<file path="config.mk">
export PLATFORM = sky130hd
export DESIGN_NAME = fir_sample_sequencer
export DESIGN_NICKNAME = d
export VERILOG_FILES = /design/src/rtl/fir_seq_pkg.sv /design/src/rtl/fir_sample_fifo.sv /design/src/rtl/fir_sample_sequencer.sv
export SDC_FILE = /design/constraint.sdc
export NUM_CORES = 1
export LEC_CHECK = 0
export CORE_ASPECT_RATIO = 1.2
export CORE_MARGIN = 2
export CORE_UTILIZATION = 40
export DETAILED_ROUTE_END_ITERATION = 12
export PLACE_DENSITY_LB_ADDON = 0.1
export SYNTH_ARGS = -nofsm -noshare
export SYNTH_HDL_FRONTEND = slang
export SYNTH_SLANG_ARGS = --single-unit
</file>
<file path="constraint.sdc">
create_clock -name clk -period 2.07 [get_ports clk]
set_input_delay 0.3105 -clock clk [delete_from_list [all_inputs] [get_ports clk]]
set_output_delay 0.3105 -clock clk [all_outputs]
set_load 0.005 [all_outputs]
</file>
<file path="src/rtl/fir_seq_pkg.sv">
// fir_seq_pkg
//   Shared types and default sizing for the FIR sample sequencer.
//   - seq_state_t : sequencer FSM state encoding
//   - DEF_DATA_W, DEF_FIFO_DEPTH, DEF_ACK_TIMEOUT : default parameter values
package fir_seq_pkg;

  localparam int DEF_DATA_W      = 16;
  localparam int DEF_FIFO_DEPTH  = 4;
  localparam int DEF_ACK_TIMEOUT = 4;

  typedef enum logic [2:0] {
    ST_IDLE      = 3'd0,
    ST_ISSUE     = 3'd1,
    ST_WAIT_ACK  = 3'd2,
    ST_WAIT_DONE = 3'd3,
    ST_HOLD      = 3'd4
  } seq_state_t;

endpackage

</file>
<file path="src/rtl/fir_sample_fifo.sv">
// fir_sample_fifo
//   Small synchronous FIFO holding samples waiting to be issued to the filter.
//   Ports:
//     clk, n_rst : clock, asynchronous active-low reset (empties the FIFO)
//     push, din  : write request and data; ignored while full
//     pop        : read request; ignored while empty
//     head       : entry at the read pointer (valid when !empty)
//     full,empty : status derived from the pointers
module fir_sample_fifo
  import fir_seq_pkg::*;
#(
  parameter int W     = DEF_DATA_W,
  parameter int DEPTH = DEF_FIFO_DEPTH
) (
  input  logic         clk,
  input  logic         n_rst,
  input  logic         push,
  input  logic         pop,
  input  logic [W-1:0] din,
  output logic [W-1:0] head,
  output logic         full,
  output logic         empty
);

  localparam int AW = $clog2(DEPTH);

  // One extra pointer bit distinguishes full from empty when the index
  // bits match; pointers simply wrap modulo 2*DEPTH.
  logic [AW:0]  wr_ptr;
  logic [AW:0]  rd_ptr;
  logic [W-1:0] mem [DEPTH];
  logic         do_push;
  logic         do_pop;

  assign empty   = (wr_ptr == rd_ptr);
  assign full    = (wr_ptr[AW] != rd_ptr[AW]) && (wr_ptr[AW-1:0] == rd_ptr[AW-1:0]);
  assign do_push = push && !full;
  assign do_pop  = pop && !empty;
  assign head    = mem[rd_ptr[AW-1:0]];

  always_ff @(posedge clk or negedge n_rst) begin
    if (!n_rst) begin
      wr_ptr <= '0;
      rd_ptr <= '0;
    end else begin
      if (do_push) wr_ptr <= wr_ptr + (AW+1)'(1);
      if (do_pop)  rd_ptr <= rd_ptr + (AW+1)'(1);
    end
  end

  // Storage needs no reset: an entry is only read after it was written.
  always_ff @(posedge clk) begin
    if (do_push) mem[wr_ptr[AW-1:0]] <= din;
  end

endmodule

</file>
<file path="src/rtl/fir_sample_sequencer.sv">
// fir_sample_sequencer
//   Feeds buffered samples to the fir_filter datapath one at a time and
//   returns each result through a one-entry output register.
//   Ports:
//     clk, n_rst              : clock, asynchronous active-low reset
//     in_valid/in_ready/in_sample : producer side, push into the input FIFO
//     coeff_busy              : coefficient load in progress, blocks new issues
//     modwait, fir_out, err   : status and result from fir_filter
//     sample_data, data_ready : registered sample and one-cycle issue strobe
//     out_valid/out_ready/out_result/out_err : result register to consumer
//     busy                    : FSM active or samples still queued
//
//   Handshakes: a transfer happens on a rising edge where valid && ready are
//   both high; valid, once raised, holds its data stable until that edge, and
//   ready may change freely without affecting valid.
module fir_sample_sequencer
  import fir_seq_pkg::*;
#(
  parameter int DATA_W      = DEF_DATA_W,
  parameter int FIFO_DEPTH  = DEF_FIFO_DEPTH,
  parameter int ACK_TIMEOUT = DEF_ACK_TIMEOUT
) (
  input  logic              clk,
  input  logic              n_rst,
  input  logic              in_valid,
  input  logic [DATA_W-1:0] in_sample,
  output logic              in_ready,
  input  logic              coeff_busy,
  input  logic              modwait,
  input  logic [DATA_W-1:0] fir_out,
  input  logic              err,
  output logic [DATA_W-1:0] sample_data,
  output logic              data_ready,
  output logic              out_valid,
  input  logic              out_ready,
  output logic [DATA_W-1:0] out_result,
  output logic              out_err,
  output logic              busy
);

  localparam int CW = $clog2(ACK_TIMEOUT + 1);

  seq_state_t        state;
  logic [CW-1:0]     wd_cnt;
  logic [DATA_W-1:0] fifo_head;
  logic              fifo_full;
  logic              fifo_empty;
  logic              fifo_pop;
  logic              pop_out;
  logic              can_issue;

  fir_sample_fifo #(
    .W     (DATA_W),
    .DEPTH (FIFO_DEPTH)
  ) u_fifo (
    .clk   (clk),
    .n_rst (n_rst),
    .push  (in_valid),
    .pop   (fifo_pop),
    .din   (in_sample),
    .head  (fifo_head),
    .full  (fifo_full),
    .empty (fifo_empty)
  );

  assign in_ready  = !fifo_full;
  assign pop_out   = out_valid && out_ready;
  assign can_issue = !fifo_empty && !coeff_busy;
  assign busy      = (state != ST_IDLE) || !fifo_empty;

  // A new sample leaves the FIFO only when the result register is free
  // (or being emptied this very edge), which keeps one sample in flight.
  always_comb begin
    fifo_pop = 1'b0;
    case (state)
      ST_IDLE: fifo_pop = can_issue && (!out_valid || pop_out);
      ST_HOLD: fifo_pop = can_issue && pop_out;
      default: fifo_pop = 1'b0;
    endcase
  end

  always_ff @(posedge clk or negedge n_rst) begin
    if (!n_rst) begin
      state       <= ST_IDLE;
      wd_cnt      <= '0;
      sample_data <= '0;
      data_ready  <= 1'b0;
      out_valid   <= 1'b0;
      out_result  <= '0;
      out_err     <= 1'b0;
    end else begin
      data_ready <= 1'b0;
      case (state)
        ST_IDLE: begin
          if (fifo_pop) begin
            sample_data <= fifo_head;
            wd_cnt      <= '0;
            data_ready  <= 1'b1;
            state       <= ST_ISSUE;
          end
        end
        ST_ISSUE: begin
          state <= ST_WAIT_ACK;
        end
        ST_WAIT_ACK: begin
          if (modwait) begin
            state <= ST_WAIT_DONE;
          end else begin
            wd_cnt <= wd_cnt + CW'(1);
            // This cycle is the ACK_TIMEOUT-th without an acknowledge.
            if (wd_cnt == CW'(ACK_TIMEOUT - 1)) begin
              out_result <= '0;
              out_err    <= 1'b1;
              out_valid  <= 1'b1;
              state      <= ST_HOLD;
            end
          end
        end
        ST_WAIT_DONE: begin
          if (!modwait) begin
            out_result <= fir_out;
            out_err    <= err;
            out_valid  <= 1'b1;
            state      <= ST_HOLD;
          end
        end
        ST_HOLD: begin
          if (pop_out) begin
            out_valid <= 1'b0;
            if (fifo_pop) begin
              // Back-to-back: next sample issues on the same edge the
              // result is consumed.
              sample_data <= fifo_head;
              wd_cnt      <= '0;
              data_ready  <= 1'b1;
              state       <= ST_ISSUE;
            end else begin
              state <= ST_IDLE;
            end
          end
        end
        default: state <= ST_IDLE;
      endcase
    end
  end

endmodule

</file>
==> Yosys cells after proc, flatten, opt, wreduce, memory -nomap -nowiden <==
Memory sizes are Yosys's and may differ from the RTL's.
Cells that the tools add are included.
{ "word_totals": {"ff_bits": 47, "mem_bits_rw": 64, "in_bits": 39, "out_inout_bits": 37, "word_cells": 82, "mem_count": 1} }
{ "classes": {"n_addsub": 3, "eq_ne": 14, "muxes": 31, "reduce_logical": 24} }
{ "mem_list": {"columns": ["name", "depth", "width", "read_ports", "rd_ports_with_merged_regs", "write_ports", "line_no", "text"], "rows": [
  ["u_fifo.mem", 4, 16, 1, 0, 1, "fir_sample_fifo.sv:31", "logic [W-1:0] mem [DEPTH];"]
]} }
{ "ops": {"columns": ["cell", "n"], "rows": [
  ["2-to-1 mux 16 bit", 5],
  ["case mux 16 bit (2 select lines)", 2],
  ["2-to-1 mux 3 bit", 8],
  ["case mux 3 bit (5 select lines)", 1],
  ["2-to-1 mux 1 bit", 10],
  ["adder 3 x 1 -> 3 bit (second input constant)", 3],
  ["== test 3 x 2 -> 1 bit (second input constant)", 3],
  ["case mux 3 bit (3 select lines)", 1],
  ["nonzero test 3 bit", 3],
  ["!= test 2 bit (second input constant)", 4],
  ["AND reduction 4 bit", 2],
  ["logical AND 1 bit", 7],
  ["case mux 1 bit (2 select lines)", 3],
  ["AND reduction 5 bit", 1],
  ["logical NOT 1 bit", 4],
  ["nonzero test 2 bit", 2],
  ["== test 3 x 1 -> 1 bit (second input constant)", 1],
  ["== test 3 bit", 1],
  ["== test 3 bit (second input constant)", 1],
  ["logical NOT 3 bit", 1],
  ["!= test 3 bit (second input constant)", 1],
  ["case mux 1 bit (3 select lines)", 1],
  ["AND reduction 3 bit", 1],
  ["== test 2 bit", 1],
  ["other kinds (4)", 5]
]} }

==> Longest topological paths before layout <==
{ "logic_depth": {"ltp_word": 8, "mapped_depth": 7, "mapped_depth_nobuf": 5} }

==> Modules after synthesis <==
A second synthesis with hierarchy kept.
{ "unflattened": {"hier_cells": 279, "hier_area_um2": 4578.1} }
{ "modules_own_cells": {"columns": ["mod", "n_inst", "cells_each", "area_each_um2", "seq_area_each_um2"], "rows": [
  ["fir_sample_fifo", 1, 132, 2829.0, 2072.0],
  ["fir_sample_sequencer", 1, 147, 1749.2, 1026.0]
]} }

==> Worst setup path after synthesis <==
No wires, ideal clock.
{ "synth_path": {"path_kind": "flip-flop to flip-flop", "startpoint": "register u_fifo.rd_ptr[0]", "endpoint": "memory u_fifo.mem[3][0] (netlist name), enable pin", "t_arrival_ns": 1.545, "required_time_ns": 1.695, "path_slack_ns": 0.150, "stages_incl_launch_ff": 6, "path_cell_list": "dfrtp_1 -> buf_6 -> xor2_1 -> or3_1 -> clkbuf_1 -> and3_1"} }
{ "synth_via": {"elab_chain_cells": 6} }
{ "synth_lines": {"columns": ["item", "line_no", "text"], "rows": [
  ["start, declared", "fir_sample_fifo.sv:30", "logic [AW:0] rd_ptr;"],
  ["start signal, assigned", "fir_sample_fifo.sv:47", "if (do_pop) rd_ptr <= rd_ptr + (AW+1)'(1);"],
  ["== test 2 bit", "fir_sample_fifo.sv:36", "assign full = (wr_ptr[AW] != rd_ptr[AW]) && (wr_ptr[AW-1:0] == rd_ptr[AW-1:0]);"],
  ["logical AND 1 bit", "fir_sample_fifo.sv:36", null],
  ["logical NOT 1 bit", null, null],
  ["named net in_ready", "fir_sample_sequencer.sv:27", "output logic in_ready,"],
  ["logical AND 1 bit", "fir_sample_fifo.sv:37", "assign do_push = push && !full;"],
  ["2-to-1 mux 1 bit", "fir_sample_fifo.sv:53", "if (do_push) mem[wr_ptr[AW-1:0]] <= din;"],
  ["2-to-1 mux 1 bit (implied by the code)", "fir_sample_fifo.sv:53", null],
  ["end, declared", "fir_sample_fifo.sv:31", null]
]} }
The timed path passes the listed nets, and every way through them passes these cells.

==> Worst setup path in the final report <==
{ "layout_path": {"startpoint": "register u_fifo.rd_ptr[1]", "endpoint": "output in_ready"} }
{ "layout_via": {"elab_chain_cells": 3} }
{ "layout_lines": {"columns": ["item", "line_no", "text"], "rows": [
  ["== test 2 bit", "fir_sample_fifo.sv:36", null],
  ["logical AND 1 bit", "fir_sample_fifo.sv:36", null],
  ["logical NOT 1 bit", "fir_sample_sequencer.sv:66", "assign in_ready = !fifo_full;"],
  ["end, declared", "fir_sample_sequencer.sv:27", null]
]} }
No other way between the ends.

==> impl_metrics.prom <==
# TYPE chip_impl_metric gauge
chip_impl_info{name="run_status",value="finished clean"} 1
chip_impl_metric{name="cts-buffers-inserted",unit=""} 9
chip_impl_metric{name="gp_congestion",unit=""} 0.727
chip_impl_metric{name="initial_utilization",unit="%"} 41.3
chip_impl_metric{name="post_synth_mux_area_share",unit="%"} 14.2
chip_impl_metric{name="arrival",unit="ns"} 1.58
chip_impl_metric{name="timing_worst_slew_pin_value",unit="ns"} 0.609
chip_impl_metric{name="ant_nets",unit=""} 0
chip_impl_info{name="cts_tree",value="yes"} 1
chip_impl_metric{name="clock_skew",unit="ns"} 0.00271
chip_impl_metric{name="route.final.wire_length",unit="um"} 7710
chip_impl_info{name="timing.critical_path.from_type",value="flop"} 1
chip_impl_metric{name="core-area",unit="sq um"} 10600
chip_impl_metric{name="io_buffers",unit=""} 75
chip_impl_metric{name="slew_headroom",unit="%"} 59.4
chip_impl_info{name="criticalPathCategory",value="reg -> out"} 1
chip_impl_metric{name="detailroute.via_count",unit=""} 2307
chip_impl_metric{name="synth_cells",unit=""} 235
chip_impl_info{name="synthTopCellsByArea",value="sky130_fd_sc_hd__edfxtp_1 44%, sky130_fd_sc_hd__dfrtp_1 27%, sky130_fd_sc_hd__mux4_2 8.3%"} 1
chip_impl_metric{name="placementRows",unit=""} 41
chip_impl_metric{name="antenna_cells_inserted",unit=""} 0
chip_impl_info{name="endpoint_kind",value="output pin"} 1
chip_impl_metric{name="vdd_ir_drop_max",unit="mV"} 0.527
chip_impl_metric{name="synth.lib_cells_used.distinct",unit=""} 36
chip_impl_metric{name="netlist.area_leader.share",unit="%"} 44.0
chip_impl_info{name="rsz0062_at_grt",value="no"} 1
chip_impl_metric{name="synth_simple_gate_area_share",unit="%"} 3.90
chip_impl_metric{name="wl_per_cell",unit="um"} 16.9
chip_impl_metric{name="post_synth_fa_ha_maj_area_fraction",unit="%"} 2.01
chip_impl_metric{name="tritoncts_num_sinks",unit=""} 111
chip_impl_metric{name="post-route-period-util",unit="%"} 91.4
chip_impl_metric{name="synth_edf_count",unit=""} 64
chip_impl_metric{name="slew_viol_final",unit=""} 0
chip_impl_metric{name="cts.htree.levels",unit=""} 3
chip_impl_metric{name="die_height",unit="um"} 118
chip_impl_metric{name="post-route-drc-count",unit=""} 0
chip_impl_metric{name="crit_path_max_fanout",unit=""} 6
chip_impl_metric{name="maxClockFrequency",unit="GHz"} 0.529
chip_impl_metric{name="insertion_delay",unit="ns"} 0.33
chip_impl_metric{name="clkTransAtPathRegs",unit="ns"} 0.07
chip_impl_info{name="path_cells",value="xor2_1 > or3_4 > dlygate4sd2_1"} 1
chip_impl_metric{name="dpl_cell_area",unit="sq um"} 5280
chip_impl_metric{name="number_of_storage_elements_in_the_synthesis_netlist",unit=""} 111
chip_impl_info{name="main_combinational_cell_family_by_area_after_synthesis",value="multiplexers"} 1
chip_impl_metric{name="max_cap_violations",unit=""} 0
chip_impl_metric{name="dieWidth",unit="um"} 99.3
chip_impl_metric{name="yosysWarningCount",unit=""} 0
chip_impl_metric{name="setup_slack_reg_to_reg",unit="ns"} 0.29
chip_impl_metric{name="overall_global_routing_usage",unit="%"} 13.8
chip_impl_metric{name="critical_path.n_buffers_inverters",unit=""} 1
chip_impl_metric{name="async_flop_share",unit="%"} 42.3
chip_impl_info{name="critical-path-slowest-cell",value="sky130_fd_sc_hd__or3_4"} 1
chip_impl_metric{name="final_core_util",unit="%"} 53.4
chip_impl_metric{name="io-pin-count",unit=""} 76
chip_impl_info{name="synth_ff_type",value="sky130_fd_sc_hd__edfxtp_1"} 1
chip_impl_info{name="cpLargestDelayFamily",value="simple AND/OR/NAND/NOR gates"} 1
chip_impl_metric{name="final.min_clock_period",unit="ns"} 1.89
chip_impl_info{name="cts_root_buffer",value="sky130_fd_sc_hd__clkbuf_16"} 1
chip_impl_metric{name="required",unit="ns"} 1.76
chip_impl_metric{name="number_of_global_route_vias_before_repair",unit=""} 2326
chip_impl_metric{name="drt_iter0_markers",unit=""} 58
chip_impl_metric{name="final-setup-viol-count",unit=""} 0
chip_impl_metric{name="detailedPlacementHpwl",unit="um"} 4950
chip_impl_metric{name="dieArea",unit="sq um"} 11800
chip_impl_info{name="worstHoldPathType",value="reg -> reg"} 1
chip_impl_metric{name="route.detailed.vias_per_inst",unit=""} 5.05
chip_impl_metric{name="ys_seq_area_share",unit="%"} 71.0
chip_impl_metric{name="detail_route.first_pass.iterations",unit=""} 4
chip_impl_metric{name="largest_net_degree_at_the_start_of_global_routing",unit=""} 26
chip_impl_metric{name="area.growth.synth_to_final",unit="%"} 29.3
chip_impl_metric{name="synth-compound-area-share",unit="%"} 4.76
chip_impl_metric{name="grt-ovfl-total",unit=""} 0
chip_impl_metric{name="max_stage_delay",unit="ns"} 0.41
chip_impl_metric{name="grt_antenna_before_repair",unit=""} 0
chip_impl_info{name="synth_largest_area_cell",value="sky130_fd_sc_hd__edfxtp_1"} 1
chip_impl_metric{name="first_pass_grt_wire_length",unit="um"} 12300
chip_impl_metric{name="yosys.area_share.xor_xnor",unit="%"} 1.41
chip_impl_metric{name="post_synth.cell_area_avg",unit="sq um"} 18.6
chip_impl_metric{name="mappedNetlistNets",unit=""} 281
chip_impl_metric{name="cellLeakagePower",unit="nW"} 2.17
chip_impl_metric{name="drive_gt1_share",unit="%"} 21.0
chip_impl_metric{name="final_net_count",unit=""} 369
chip_impl_metric{name="power.density_cell_area",unit="nW/um^2"} 1420
chip_impl_metric{name="filler_cell_count",unit=""} 871
chip_impl_metric{name="clk_path_buf_depth",unit=""} 2
chip_impl_metric{name="mappedNetlistArea",unit="sq um"} 4360
chip_impl_metric{name="timing.setup.tns",unit="ns"} 0
chip_impl_metric{name="finalInstanceArea",unit="sq um"} 5640
chip_impl_metric{name="final_hold_viol_count",unit=""} 0
[registers in the layout (all words and copies together), names as in the netlist]
name	cells
u_fifo.mem	64
out_result	16
sample_data	16
state	3
u_fifo.rd_ptr	3
u_fifo.wr_ptr	3
wd_cnt	3
data_ready	1
out_err	1
out_valid	1
[Yosys cell counts (all sizes together), types with 4 or more instances]
cell    number
edfxtp      64
dfrtp       47
mux2        18
a22o        16
mux4        16
nand2        8
buf          7
ha           7
clkbuf       6
inv          6
xor2         5
and3         4
nor2         4
[worst paths after layout]
check / from / endpoint / cells past startpoint
worst max-delay path: u_fifo.rd_ptr[1]$_DFFE_PN0P_ / in_ready / 3
worst min-delay path: u_fifo.wr_ptr[2]$_DFFE_PN0P_ / u_fifo.wr_ptr[2]$_DFFE_PN0P_ / 1
worst max register to register: u_fifo.wr_ptr[2]$_DFFE_PN0P_ / sample_data[15]$_DFFE_PN0P_ / 6
worst min register to register: u_fifo.wr_ptr[2]$_DFFE_PN0P_ / u_fifo.wr_ptr[2]$_DFFE_PN0P_ / 1
max in group asynchronous: n_rst / u_fifo.wr_ptr[0]$_DFFE_PN0P_ / 3
min in group asynchronous: n_rst / out_result[1]$_DFFE_PN0P_ / 2
[layout make-up]
cell class / count / area, sq um / share of cell area (%)
Sequential cell: 111 / 3100 / 55.0
Multi-Input combinational cell: 105 / 1150 / 20.4
Timing Repair Buffer: 90 / 887 / 15.7
Clock buffer: 12 / 267 / 4.73
Tap cell: 129 / 161 / 2.86
Clock inverter: 4 / 51.3 / 0.910
Inverter: 6 / 22.5 / 0.399
[power by group]
part           switching (W)  internal [W]  total [W]
logic                0.00111       0.00172    0.00283
registers           0.000322       0.00310    0.00342
clock network       0.000729       0.00104    0.00177
total                0.00217       0.00585    0.00802
[metrics by stage]
| stage | power (W) | hold WS [ns] | cells | setup slack [ns] |
|---|---|---|---|---|
| after floorplan | 0.00511 | 0.0149 | 235 | 0.150 |
| after global placement | 0.00627 | 0.358 | 437 | 0.202 |
| after detailed placement | 0.00632 | 0.361 | 437 | 0.186 |
| after CTS | 0.00818 | 0.495 | 457 | 0.00480 |
| after global routing | 0.00853 | 0.516 | 457 | 0.0968 |
| final | 0.00802 | 0.497 | 457 | 0.179 |
[cell usage in the layout (no fill, tap or decap), types with 2 or more instances in the layout]
cell                              instances
sky130_fd_sc_hd__mux2_2                   3
sky130_fd_sc_hd__xnor2_1                  2
sky130_fd_sc_hd__clkdlybuf4s50_1         72
sky130_fd_sc_hd__mux4_2                  16
sky130_fd_sc_hd__nand2_1                  8
sky130_fd_sc_hd__nor2_1                   4
sky130_fd_sc_hd__clkbuf_16                9
sky130_fd_sc_hd__dfrtp_1                 46
sky130_fd_sc_hd__clkbuf_8                 3
sky130_fd_sc_hd__and3_1                   4
sky130_fd_sc_hd__a22o_1                  16
sky130_fd_sc_hd__buf_12                   2
sky130_fd_sc_hd__o21ai_0                  2
sky130_fd_sc_hd__o22ai_1                  2
sky130_fd_sc_hd__nand3_1                  2
sky130_fd_sc_hd__ha_1                     7
sky130_fd_sc_hd__and2_1                   2
sky130_fd_sc_hd__nor3_1                   3
sky130_fd_sc_hd__inv_1                    6
sky130_fd_sc_hd__xor2_1                   5
sky130_fd_sc_hd__mux2_4                  15
sky130_fd_sc_hd__buf_4                   12
sky130_fd_sc_hd__edfxtp_1                64
[layer usage]
| metal | wire (um) | track usage (%) | vias to the layer above | share of wire [%] |
|---|---|---|---|---|
| li1 | - | - | 1075 | - |
| met1 | 3380 | 17.9 | 1160 | 44 |
| met2 | 3760 | 21.9 | 65 | 49 |
| met3 | 487 | 4.20 | 7 | 6.3 |
| met4 | 81 | 4.88 | 0 | 1.1 |
| met5 | 0 | 0 | - | 0 |
[cell families (layout without fill, tap and decap cells)]
kind of cell,Yosys count,after routing
AOI/OAI and AO/OA,26,26
muxes,34,34
buffers and inverters,19,112
xor gates and xnor gates,7,7
DFF,111,111
adders and majority gates,7,7
and+or+nand+nor,31,31
[what timing repair did]
| action | in CTS | in global routing |
|---|---|---|
| endpoints found under the setup margin | 2 | 1 |
| hold buffers | 1 | 0 |
| pin swaps | 1 | 1 |
| gates resized for setup | 3 | 1 |
| hold endpoints to repair | 20 | 0 |
| buffers inserted | 3 | 0 |
(Power assumes the default switching activity.)
